### src/rtl/vga_sync_timing.sv
// vga_sync_timing: VGA horizontal/vertical timing generator running on the
// fast system clock. A prescaler produces a one-clk pixel-rate enable
// (pix_tick) so everything stays in the clk domain. Horizontal and vertical
// counters advance on pix_tick; sync, blanking and coordinates are decoded
// combinationally from the registered counters.
//
// Optional build macro VGA_TEST_PATTERN_EN adds a 12-bit rgb output that
// draws eight vertical colour bars across the active area.

module vga_sync_timing #(
    parameter int CLK_DIV  = 2,
    parameter int H_ACTIVE = 640,
    parameter int H_FP     = 16,
    parameter int H_SYNC   = 96,
    parameter int H_BP     = 48,
    parameter int V_ACTIVE = 480,
    parameter int V_FP     = 10,
    parameter int V_SYNC   = 2,
    parameter int V_BP     = 33,
    parameter int SYNC_POL = 0
) (
    input  logic       clk,
    input  logic       rst_n,
    input  logic       enable,
    output logic       pix_tick,
    output logic       hsync,
    output logic       vsync,
    output logic       video_on,
    output logic [9:0] x,
    output logic [9:0] y,
    output logic       line_start,
    output logic       frame_start
`ifdef VGA_TEST_PATTERN_EN
    ,
    output logic [11:0] rgb
`endif
);

    localparam int H_TOTAL = H_ACTIVE + H_FP + H_SYNC + H_BP;
    localparam int V_TOTAL = V_ACTIVE + V_FP + V_SYNC + V_BP;

    localparam logic [3:0] DIV_LAST   = 4'(CLK_DIV - 1);
    localparam logic [9:0] H_LAST     = 10'(H_TOTAL - 1);
    localparam logic [9:0] V_LAST     = 10'(V_TOTAL - 1);
    localparam logic [9:0] H_ACT_END  = 10'(H_ACTIVE);
    localparam logic [9:0] V_ACT_END  = 10'(V_ACTIVE);
    localparam logic [9:0] H_SYNC_BEG = 10'(H_ACTIVE + H_FP);
    localparam logic [9:0] H_SYNC_END = 10'(H_ACTIVE + H_FP + H_SYNC - 1);
    localparam logic [9:0] V_SYNC_BEG = 10'(V_ACTIVE + V_FP);
    localparam logic [9:0] V_SYNC_END = 10'(V_ACTIVE + V_FP + V_SYNC - 1);
    localparam logic       SYNC_ON    = (SYNC_POL != 0);

    // Counters are 10 bits wide and the prescaler 4 bits, so reject
    // configurations that would not fit.
    if ((H_TOTAL > 1024) || (V_TOTAL > 1024) || (CLK_DIV < 1) || (CLK_DIV > 16)) begin : g_param_check
        $error("vga_sync_timing: totals must be <= 1024 and CLK_DIV in 1..16");
    end

    logic [3:0] div_cnt;
    logic [9:0] h_cnt;
    logic [9:0] v_cnt;
    logic [9:0] h_next;
    logic [9:0] v_next;
    logic       h_wrap;
    logic       v_wrap;
    logic       hs_act;
    logic       vs_act;

    // Pixel-rate enable: last prescaler count while running.
    always_comb begin
        pix_tick = enable && (div_cnt == DIV_LAST);
    end

    // Prescaler counts 0..CLK_DIV-1 and holds while enable is low.
    always_ff @(posedge clk or negedge rst_n) begin
        if (!rst_n) begin
            div_cnt <= '0;
        end else if (enable) begin
            if (div_cnt == DIV_LAST) begin
                div_cnt <= '0;
            end else begin
                div_cnt <= div_cnt + 4'd1;
            end
        end
    end

    // Next raster position; h and v wrap together at the end of the frame.
    always_comb begin
        h_wrap = (h_cnt == H_LAST);
        v_wrap = (v_cnt == V_LAST);
        h_next = h_wrap ? 10'd0 : h_cnt + 10'd1;
        v_next = v_cnt;
        if (h_wrap) begin
            v_next = v_wrap ? 10'd0 : v_cnt + 10'd1;
        end
    end

    // Raster counters step only on pixel ticks.
    always_ff @(posedge clk or negedge rst_n) begin
        if (!rst_n) begin
            h_cnt <= '0;
            v_cnt <= '0;
        end else if (pix_tick) begin
            h_cnt <= h_next;
            v_cnt <= v_next;
        end
    end

    // Sync, blanking, coordinates and line/frame markers from the counters.
    always_comb begin
        hs_act      = (h_cnt >= H_SYNC_BEG) && (h_cnt <= H_SYNC_END);
        vs_act      = (v_cnt >= V_SYNC_BEG) && (v_cnt <= V_SYNC_END);
        hsync       = hs_act ? SYNC_ON : ~SYNC_ON;
        vsync       = vs_act ? SYNC_ON : ~SYNC_ON;
        video_on    = (h_cnt < H_ACT_END) && (v_cnt < V_ACT_END);
        x           = h_cnt;
        y           = v_cnt;
        line_start  = pix_tick && (h_cnt == 10'd0);
        frame_start = pix_tick && (h_cnt == 10'd0) && (v_cnt == 10'd0);
    end

`ifdef VGA_TEST_PATTERN_EN
    localparam int BAR_W = H_ACTIVE / 8;

    function automatic logic [11:0] bar_colour(input logic [9:0] hx, input logic [9:0] vy);
        logic [2:0]  idx;
        logic [11:0] c;
        idx = 3'd0;
        for (int i = 1; i < 8; i++) begin
            if (hx >= 10'(i * BAR_W)) begin
                idx = 3'(i);
            end
        end
        case (idx)
            3'd0:    c = 12'hFFF;
            3'd1:    c = 12'hFF0;
            3'd2:    c = 12'h0FF;
            3'd3:    c = 12'h0F0;
            3'd4:    c = 12'hF0F;
            3'd5:    c = 12'hF00;
            3'd6:    c = 12'h00F;
            default: c = 12'h000;
        endcase
        if ((hx >= H_ACT_END) || (vy >= V_ACT_END)) begin
            c = 12'h000;
        end
        return c;
    endfunction

    // Colour is registered from the next position so it lines up with x/y
    // after each tick and still comes out of reset as black.
    always_ff @(posedge clk or negedge rst_n) begin
        if (!rst_n) begin
            rgb <= '0;
        end else if (pix_tick) begin
            rgb <= bar_colour(h_next, v_next);
        end
    end
`endif

endmodule

### config.mk
export PLATFORM = sky130hd
export DESIGN_NAME = vga_sync_timing
export DESIGN_NICKNAME = d
export VERILOG_FILES = /design/src/rtl/vga_sync_timing.sv
export SDC_FILE = /design/constraint.sdc
export NUM_CORES = 1
export LEC_CHECK = 0
export BUFFER_PORTS_ARGS = -buffer_cell sky130_fd_sc_hd__buf_2
export CORE_UTILIZATION = 53
export DETAILED_ROUTE_END_ITERATION = 8
export GPL_ROUTABILITY_DRIVEN = 0
export PLACE_DENSITY = 0.82
export SYNTH_ARGS = -nofsm -noshare
export SYNTH_HDL_FRONTEND = slang
export SYNTH_SLANG_ARGS = --single-unit
### constraint.sdc
create_clock -name clk -period 2.07 [get_ports clk]
set_input_delay 0.1035 -clock clk [delete_from_list [all_inputs] [get_ports clk]]
set_output_delay 0.1035 -clock clk [all_outputs]
set_load 0.05 [all_outputs]
### Word level (Yosys, flattened, before mapping)

Cells that the tools add are included.

* input port bits: 3
* latch bits: 0
* RAM bits: 0
* register bits: 24
* ROM bits: 0
* memories kept: 0
* word-level logic and storage cells: 29

* shifts and indexed selects: 0
* multipliers: 0
* multiplexer cells: 5
* bitwise gates (word level): 0
* div/mod/pow operators: 0
* eq/ne operators: 3
* order comparisons: 6
* reduce and logical (&&, ||, !) cells: 9
* add/subtract/negate cells: 3

Operator list (count)
* 10-bit by 1-bit adder with 10-bit output, second input constant: 2
* 10-bit equality test, second input constant: 2
* 10-bit logical NOT: 2
* 10-bit two-way mux: 2
* 10-bit >= comparator, second input constant: 1
* 10-bit by 9-bit >= comparator with 1-bit output, second input constant: 1
* 10-bit <= comparator, second input constant: 1
* 10-bit by 9-bit <= comparator with 1-bit output, second input constant: 1
* 10-bit < comparator, second input constant: 1
* 10-bit by 9-bit < comparator with 1-bit output, second input constant: 1
* 1-bit logical AND: 6
* 4-bit by 1-bit adder with 4-bit output, second input constant: 1
* 4-bit by 1-bit equality test with 1-bit output, second input constant: 1
* 4-bit two-way mux: 1
* 1-bit two-way mux: 2
* 2-bit AND reduction: 1

### Logic depth before layout (Yosys ltp)

* word-level depth: 4
* gate-level depth with buffers: 6

### Least setup slack after synthesis

Ideal clock, no wire load.

* kind: reg2out
* from: reg h_cnt[1], in the netlist x[1]
* to: out frame_start
* path slack: -1351 ps
* stages on the path, launching flop included: 7
* required time: 1966 ps
* data arrival time: 3317 ps
* buffers on the path: 0
* cell sequence: dfrtp_1 inv_1 ha_1 nor4b_1 nand2_1 nor4_1 and4_1

* word-level cells in the longest chain between the ends: 3

Ends and longest elaborated chain
* from (decl): RTL line 60 `logic [9:0] h_cnt;`
* from (signal assigned): RTL line 104 `h_cnt <= h_next;`
* 10-bit logical NOT
* 1-bit logical AND
* via line_start: RTL line 31 `output logic line_start,`
* 1-bit logical AND: RTL line 119 `frame_start = pix_tick && (h_cnt == 10'd0) && (v_cnt == 10'd0);`
* to (decl): RTL line 32 `output logic frame_start`

The timed path passes the listed nets, and every way through them passes these cells.

### Worst setup path after layout

* from: reg h_cnt[1], in the netlist x[1]
* to: out frame_start

* word-level cells in the longest chain between the ends: 3

Ends and longest elaborated chain (RTL line)
* 10-bit logical NOT: 119
* 1-bit logical AND (2 in a row): 119

No other way between the ends.

==> flow_summary.ini <==
[synth]
synth_warnings = 0
synth_ff_type = dfrtp_1
synth_top_area_share = 0.438
synth_edf_count = 0
synth_common_cells = 24 x dfrtp_1, 13 x nand3_1, 10 x inv_1, 10 x nand2_1, 10 x xnor2_1
synth.distinct_cells = 41
synth_area_leaders = dfrtp_1 44%, xnor2_1 6.4%, nand3_1 4.7%, ha_1 4.6%, inv_1 2.7%
syn_area_sq_mm = 0.00137
netlist_instances = 139
synth.most_common_cell = dfrtp_1
synth_nets = 147
ys_seq_area_frac = 0.438
ys_ff_latch = 24
synth_top_area_cell = dfrtp_1
syn_area_per_cell_sq_um = 9.87
async_reset_ff_frac = 1.00

[critical_path]
r2r_end = y[8]
cp_num_cells = 7
cp_max_fo = 4
cp_num_buf_inv = 2
r2r_cells = 5
slowest_delay_ns = 0.45
path_delay_family = simple AND/OR/NAND/NOR gates
critPathArrivalTime_ns = 1.89
required_ns = 1.97
slowest_stage = dfrtp_2
cp_cell_sequence = inv_2, ha_4, nor4b_4, nand2_2, nor4_4, and4_4, buf_8
end_kind = output port
critPathLaunchType = flip-flop
crit_type = reg -> out
r2r_start = x[0]
r2r_slack_ns = 0.14

[routing]
wl_per_cell_um = 15.1
wirelength_um = 3120
first_iter_violations = 30
viasPerCell = 5.94
dr.pass1.iters = 5
antenna_left = 0
drc_errors = 0
vias = 1230

[finish]
area_growth_pct = 23.5
fin_util = 0.690
n_fill_cell = 188
diodes = 0
drive_gt1_frac = 0.379
nNetsFinal = 186
seqCellArea_sq_um = 613
multi_input_area_sq_um = 759

[hold_path]
holdPathEnd = div_cnt[0]
hp-start = enable
worstHoldPathType = in -> reg
holdPathStages = 2

[clock_tree]
htreeDepth = 1
numCtsBuffers = 3
insertion_delay_ns = 0.31
root_buffer = clkbuf_4
clk_pin_slew_ns = 0.12
tritoncts = yes
clock_path_buffers = 2
clock_sinks = 24

[grt]
grt_max_degree = 25
grt_pass1_wl_um = 5010
grt_pass1_vias = 1099
grt_antenna_before_repair = 0
globalRouteTotalUtil = 0.245
grt-ovfl-total = 0

[sta]
rsz0062_at_grt = true
fmax_mhz = 502
layout_min_cycle_time_ns = 1.99
finalSetupTns_ns = 0
slew_violations = 0
setup_viol = 0
relSlewSlack = 0.637
hold_viol_final = 0
worst_clock_skew_ns = 0.00772
fin_crit_sh = 0.963
tightest_slew_ns = 0.545

[outcome]
outcome = finished, final reports clean

[place]
io_buffer_count = 28
hpwlAfterDp_um = 2260

[die]
die_h_um = 52.9
row_count = 18
fp.coreArea_sq_mm = 0.00245
die_area_sq_mm = 0.00279
fp.dieW_um = 52.9
io-pin-count = 29
initial_core_util = 0.559

[power]
p_leak_uw = 0.000786
power.density_mw_per_mm2 = 842
irDropWorstVdd_mv = 0.675

[flow_run]
maxCapViolCount = 0
flip-flops by register name, summed over array words and instances (netlist names):
name,count
div_cnt,4
x,10
y,10
placed cells by master, fill, tap and decap left out, drive strengths merged, types with 2 or more instances in the layout:
| cell type | count |
|---|---|
| buf | 36 |
| dfrtp | 24 |
| nand3 | 13 |
| xnor2 | 10 |
| nand2 | 10 |
| inv | 10 |
| nor2 | 9 |
| nor3 | 8 |
| nor4 | 6 |
| a31oi | 5 |
| ha | 5 |
| nand4 | 4 |
| xor2 | 4 |
| clkbuf | 4 |
| nand4b | 3 |
| and2 | 2 |
| o21ai | 2 |
| or4 | 2 |
report_power, final:
group          switching, uW  internal, uW
Combinational            394           196
Sequential              88.8           533
Clock                    139          75.2
area by class of cell:
| type | instances | share of cell area |
|---|---|---|
| tap | 30 | 0.0222 |
| sequential | 24 | 0.362 |
| timing repair buffer | 37 | 0.130 |
| clock buffer | 4 | 0.0155 |
| inverter | 10 | 0.0222 |
| multi-input combinational | 102 | 0.448 |
cell families (layout without fill, tap and decap cells):
logic type,Yosys count,after routing,share of synthesized area
buffers and inverters,13,51,0.0447
xor gates and xnor gates,14,14,0.0894
muxes,2,2,0.0155
DFF,24,24,0.438
adders and majority gates,5,5,0.0456
and+or+nand+nor,66,66,0.289
AOI/OAI and AO/OA,15,15,0.0776
worst max-delay path by stage:
stage | startpoint | endpoint | slack [ns]
finish | x[1] | frame_start | 0.08
global route | x[1] | frame_start | -0.04
CTS | div_cnt[2] | frame_start | 0.04
detailed placement | x[0] | y[8] | 0.12
global placement | x[0] | y[8] | 0.20
floorplan | x[0] | frame_start | -0.18
per-layer routing:
| metal | GRT usage | vias to the layer above | share of wire |
|---|---|---|---|
| met2 | 0.390 | 52 | 0.49 |
| met1 | 0.328 | 590 | 0.44 |
| li1 | - | 584 | - |
| met4 | 0.0965 | 0 | 0.011 |
| met5 | 0 | - | 0 |
| met3 | 0.0402 | 4 | 0.057 |
through the flow:
stage	instances	hold WS [ns]	cell area (sq um)	setup slack (ns)	total power [uW]
floorplan	139	-0.192	1410	-0.181	1010
global placement	198	0.107	1590	0.199	1130
CTS	205	0.0367	1660	0.0377	1360
global route	207	0.0332	1690	-0.0367	1500
detailed placement	198	0.118	1590	0.120	1150
finish	207	0.0466	1690	0.0769	1430
what timing repair did:
action	4_1_cts	5_1_grt
hold endpoints to repair	24	0
pin swaps	2	3
buffers inserted	2	2
hold buffers	1	0
endpoints found under the setup margin	2	2
resized for setup	4	4
No activity file was read; power rests on OpenSTA's default activity.
